--- config.mk ---
export PLATFORM = sky130hd
export DESIGN_NAME = gpio_bank
export DESIGN_NICKNAME = d
export VERILOG_FILES = /design/src/rtl/gpio_bank.sv
export SDC_FILE = /design/constraint.sdc
export NUM_CORES = 1
export LEC_CHECK = 0
export CORE_MARGIN = 2
export CORE_UTILIZATION = 45
export CTS_CLUSTER_DIAMETER = 120
export DETAILED_ROUTE_END_ITERATION = 7
export GPL_TIMING_DRIVEN = 1
export PLACE_DENSITY = 0.69
export SYNTH_ARGS = -nofsm -noshare
export SYNTH_HDL_FRONTEND = slang
export SYNTH_SLANG_ARGS = --single-unit
--- constraint.sdc ---
create_clock -name clk -period 2.44 [get_ports clk]
set_input_delay 0.366 -clock clk [delete_from_list [all_inputs] [get_ports clk]]
set_output_delay 0.366 -clock clk [all_outputs]
set_load 0.01 [all_outputs]
--- src/rtl/gpio_bank.sv ---
// Multi-channel GPIO bank: synchronised inputs, registered outputs, sticky edge status and a
// level interrupt. Define GPIO_BOTH_EDGE_EN to latch falling as well as rising input edges.
module gpio_bank #(
  parameter int unsigned NCH   = 2,
  parameter int unsigned WIDTH = 32,
  localparam int unsigned AW   = $clog2(NCH) + 2
) (
  input  logic                 clk,
  input  logic                 reset,
  input  logic                 we,
  input  logic [AW-1:0]        a,
  input  logic [WIDTH-1:0]     wd,
  output logic [WIDTH-1:0]     rd,
  input  logic [NCH*WIDTH-1:0] gpI,
  output logic [NCH*WIDTH-1:0] gpO,
  output logic                 irq
);

  localparam logic [1:0] ARM_DONE = 2'd2;

  logic [NCH-1:0][WIDTH-1:0] s1_q, in_q, prev_q, prev_d;
  logic [NCH-1:0][WIDTH-1:0] out_q, out_d, ie_q, ie_d, is_q, is_d, edg;
  logic [1:0]                arm_q;
  logic                      armed;
  logic [31:0]               chan;

  generate
    if (NCH > 1) begin : g_chan
      assign chan = 32'(a[AW-1:2]);
    end else begin : g_chan_single
      assign chan = '0;
    end
  endgenerate

  assign armed = (arm_q == ARM_DONE);

  always_comb begin
    prev_d = prev_q;
    out_d  = out_q;
    ie_d   = ie_q;
    is_d   = is_q;
    edg    = '0;
    for (int c = 0; c < NCH; c++) begin
      if (armed) begin
`ifdef GPIO_BOTH_EDGE_EN
        edg[c] = in_q[c] ^ prev_q[c];
`else
        edg[c] = in_q[c] & ~prev_q[c];
`endif
      end
      // While the synchronisers fill, prev tracks the value IN is about to take so that
      // levels present at reset release are not mistaken for edges.
      prev_d[c] = armed ? in_q[c] : s1_q[c];
      if (we && (chan == 32'(c)) && (a[1:0] == 2'd1)) out_d[c] = wd;
      if (we && (chan == 32'(c)) && (a[1:0] == 2'd2)) ie_d[c] = wd;
      if (we && (chan == 32'(c)) && (a[1:0] == 2'd3)) begin
        is_d[c] = (is_q[c] & ~wd) | edg[c];
      end else begin
        is_d[c] = is_q[c] | edg[c];
      end
    end
  end

  always_comb begin
    rd = '0;
    for (int c = 0; c < NCH; c++) begin
      if (chan == 32'(c)) begin
        case (a[1:0])
          2'd0:    rd = in_q[c];
          2'd1:    rd = out_q[c];
          2'd2:    rd = ie_q[c];
          default: rd = is_q[c];
        endcase
      end
    end
  end

  always_comb begin
    irq = 1'b0;
    for (int c = 0; c < NCH; c++) begin
      irq = irq | (|(is_q[c] & ie_q[c]));
    end
  end

  assign gpO = out_q;

  always_ff @(posedge clk or negedge reset) begin
    if (!reset) begin
      s1_q   <= '0;
      in_q   <= '0;
      prev_q <= '0;
      out_q  <= '0;
      ie_q   <= '0;
      is_q   <= '0;
      arm_q  <= '0;
    end else begin
      s1_q   <= gpI;
      in_q   <= s1_q;
      prev_q <= prev_d;
      out_q  <= out_d;
      ie_q   <= ie_d;
      is_q   <= is_d;
      if (!armed) arm_q <= arm_q + 2'd1;
    end
  end

endmodule

==> metrics.csv, run 1 <==
metric;value;unit
synth.yosys.warnings;0;
post-route-drc-count;0;
power-per-cell-area;843.3;nW/um^2
yosys.cell_count.top_type;dfrtp_1;
setup_repair_after_global_routing_missed_its_margin;yes;
syn-instance-count;1062;
cts_sinks;386;
postLayoutSetupSlackWorst;-0.2310;ns
finalHoldViolations;0;
initial_utilization;45.89;%
routedWlPerCell;22.43;um
slew_headroom;65.52;%
p_total;16.99;mW
global_route_wire_length_before_repair;63420;um
gp_routability_congestion;0.8021;
global_route.usage.met2;36.42;%
final_period_minus_worst_setup_slack;2.671;ns
timing.final.setup_violations;1;
timing.critical_path.fanout_max;3;
finClkSkew;0.01989;ns
main_combinational_cell_family_by_area_after_synthesis;multiplexers;
worst-slew-pin-transition;0.5171;ns
start_kind;register;
grt_use_met3;4.615;%
globalRoute.totalOverflow;0;
synth-adder-area-share;0.08111;%
vias;9963;
post-synth-top-area-cell;dfrtp_1;
clk_pin_slew;0.06;ns
achievable-frequency;374.4;MHz
synth.yosys.seq_area_share;62.62;%
grt_pass1_vias;10550;
critPathKind;reg2out;
route.final.wire_length;41010;um
grtUsageTotal;23.45;%
die_width;189.2;um
drv_slew;0;
globalRoute.busiestLayer;met2;
synth_top_cells_by_count;dfrtp_1 (386), nand2_1 (159), mux2_2 (157);
postRouteAntennaNets;0;
syn2layout_area_growth;30.63;%
htree_num_levels;2;
layout_worst_path_cycle_share;109.5;%
clockRootBuffer;clkbuf_16;
synth_compound_area_share;6.756;%
core.rowCount;67;
min-delay-path-class;in2reg;
violations_in_the_final_reports;setup timing;
dieArea;35780;sq um
synth_area;15430;sq um
design.core.area;33620;sq um
globalRouteMet1Util;33.40;%
netlist_top_cells_area;dfrtp_1 (63%), mux2_2 (11%), mux4_1 (5.5%), mux4_2 (4.7%), nand2_1 (3.9%);
synth_cell_types;29;
worst_skew_pair.late_latency;0.53;ns
share_of_synthesized_flip_flops_with_an_asynchronous_set_or_reset;100.0;%
layout-drive-gt1-share;29.37;%
synthDominantCellAreaShare;62.62;%
design.final.nets;1449;
routed_via_count_divided_by_cell_count;5.450;
post_synth_edffs;0;
synth.avg_cell_area;14.53;sq um
die_height;189.2;um
critical_path_required;2.07;ns
post_synth_xor_area_fraction;0.05678;%
synth_simple_gate_area_share;4.745;%
static-leakage-power;8.869;nW
critical_path.endpoint_type;output port;
pin_count;199;
run_status;finished, violations left;
pin_count_of_the_biggest_net_entering_global_routing;73;
drv.max_cap_violation_count;0;
worst-endpoint-arrival;2.30;ns
antenna_found_initial;1;
max_rail_drop_vdd;0.0006191;V
muxShareOfSynthArea;21.95;%
cts_tree;yes;
synth_top_flop_cell;dfrtp_1;
cts_buffers;42;
numPortBuffers;198;
clock_tree.buffer_depth;3;
place.detailed.hpwl;28320;um
hold_ws;0.2693;ns
yosys_register_bits;386;
initialDrtViolationCount;606;
detail_route.first_pass.iterations;5;
synth_fp_nets;1165;
worst max-delay path: stages, from the launching register on:
cell and delay, ns:
dfrtp_1 0.39, a22o_1 0.27, a221oi_2 0.17, buf_4 0.15, nand4_1 0.06, or4_4 0.58, buf_6 0.15
flip-flops by register name (all words and copies together), names as in the netlist:
signal / count
arm_q: 2
ie_q: 64
gpO: 64
s1_q: 64
is_q: 64
prev_q: 64
in_q: 64
layout make-up:
cell class	instances	area, sq um
diodes	1	2.502
clock buffers	66	1282
clock inverters	11	120.1
fillers	2575	13470
inverters	65	244.0
multi-input cells	558	5301
flip-flops and latches	386	9663
well taps	448	560.5
repair buffers	293	2977
report_power, final:
part / leakage (nW) / total [mW] / internal, mW / switching, mW
Sequential: 4.39 / 7.72 / 7.10 / 0.621
Combinational: 3.79 / 2.91 / 1.78 / 1.13
Clock: 0.688 / 6.36 / 3.83 / 2.53
per-layer routing:
metal  share of wire (%)  routed length (um)
met5               0.037                  15
met4                 3.1                1257
met3                 6.4                2635
met2                  46               19030
met1                  44               18070
path summary, 6_finish.rpt:
| check | from | end | slack (ns) | depth (start not counted) |
|---|---|---|---|---|
| max in group asynchronous | reset | in_q[51]$_DFF_PN0_ | 1.26 | 3 |
| worst min-delay path | gpI[50] | s1_q[50]$_DFF_PN0_ | 0.27 | 1 |
| worst min register to register | s1_q[35]$_DFF_PN0_ | in_q[35]$_DFF_PN0_ | 0.37 | 0 |
| min in group asynchronous | reset | s1_q[60]$_DFF_PN0_ | 0.38 | 2 |
| worst max register to register | arm_q[0]$_DFFE_PN0N_ | is_q[15]$_DFF_PN0_ | 0.75 | 6 |
| worst max-delay path | ie_q[19]$_DFFE_PN0P_ | irq | -0.23 | 6 |
repair_timing:
| action | in CTS | in global routing |
|---|---|---|
| pin swaps | 5 | 0 |
| endpoints found under the hold margin | 45 | 0 |
| buffers inserted | 5 | 10 |
| hold buffers | 1 | 0 |
| endpoints found under the setup margin | 33 | 18 |
| resized for setup | 116 | 36 |
kinds of logic (layout without fill, tap and decap cells):
family                     Yosys count  count (layout)
muxes                              226             226
AOI/OAI and AO/OA                  159             159
DFF                                386             386
and+or+nand+nor                    171             171
adders and majority gates            1               1
other                                0               1
xor gates and xnor gates             1               1
buffers and inverters              118             435
layout by cell type, fill, tap and decap left out, drive strengths merged:
master           n
dfrtp          386
mux2           162
clkdlybuf4s50  161
nand2          159
buf            112
o21ai           94
clkbuf          72
inv             67
mux4            64
o2bb2ai         31
a22o            16
a221oi          16
dlygate4sd2      9
clkinv           5
nand4            4
clkdlybuf4s15    4
a32o             2
nor3b            2
bufinv           2
clkinvlp         2
nand4b           2
diode            1
and4             1
nand2b           1
nor2             1
or4              1
xnor2            1
ha               1
dlygate4sd3      1
metrics by stage:
stage | utilization [%] | std cells | setup TNS [ns] | area [sq um] | worst slack, ns
2_1_floorplan | - | 1062 | 0 | 15430 | 0.5637
3_3_place_gp | 55.30 | 1742 | -1.588 | 18590 | -0.2079
3_5_place_dp | 55.30 | 1742 | -1.608 | 18590 | -0.1796
4_1_cts | 59.82 | 1823 | -0.2385 | 20110 | -0.2385
5_1_grt | 59.94 | 1827 | -0.3470 | 20150 | -0.2927
6_report | 59.94 | 1828 | -0.2310 | 20150 | -0.2310
Note: power is estimated with default switching activity, not from simulation.
==> inputs of run 2 (changes only) <==
CAP_MARGIN = 25   (was unset)
==> results of run 2 <==
Final layout, timing and power as in run 1 (identical DEF).
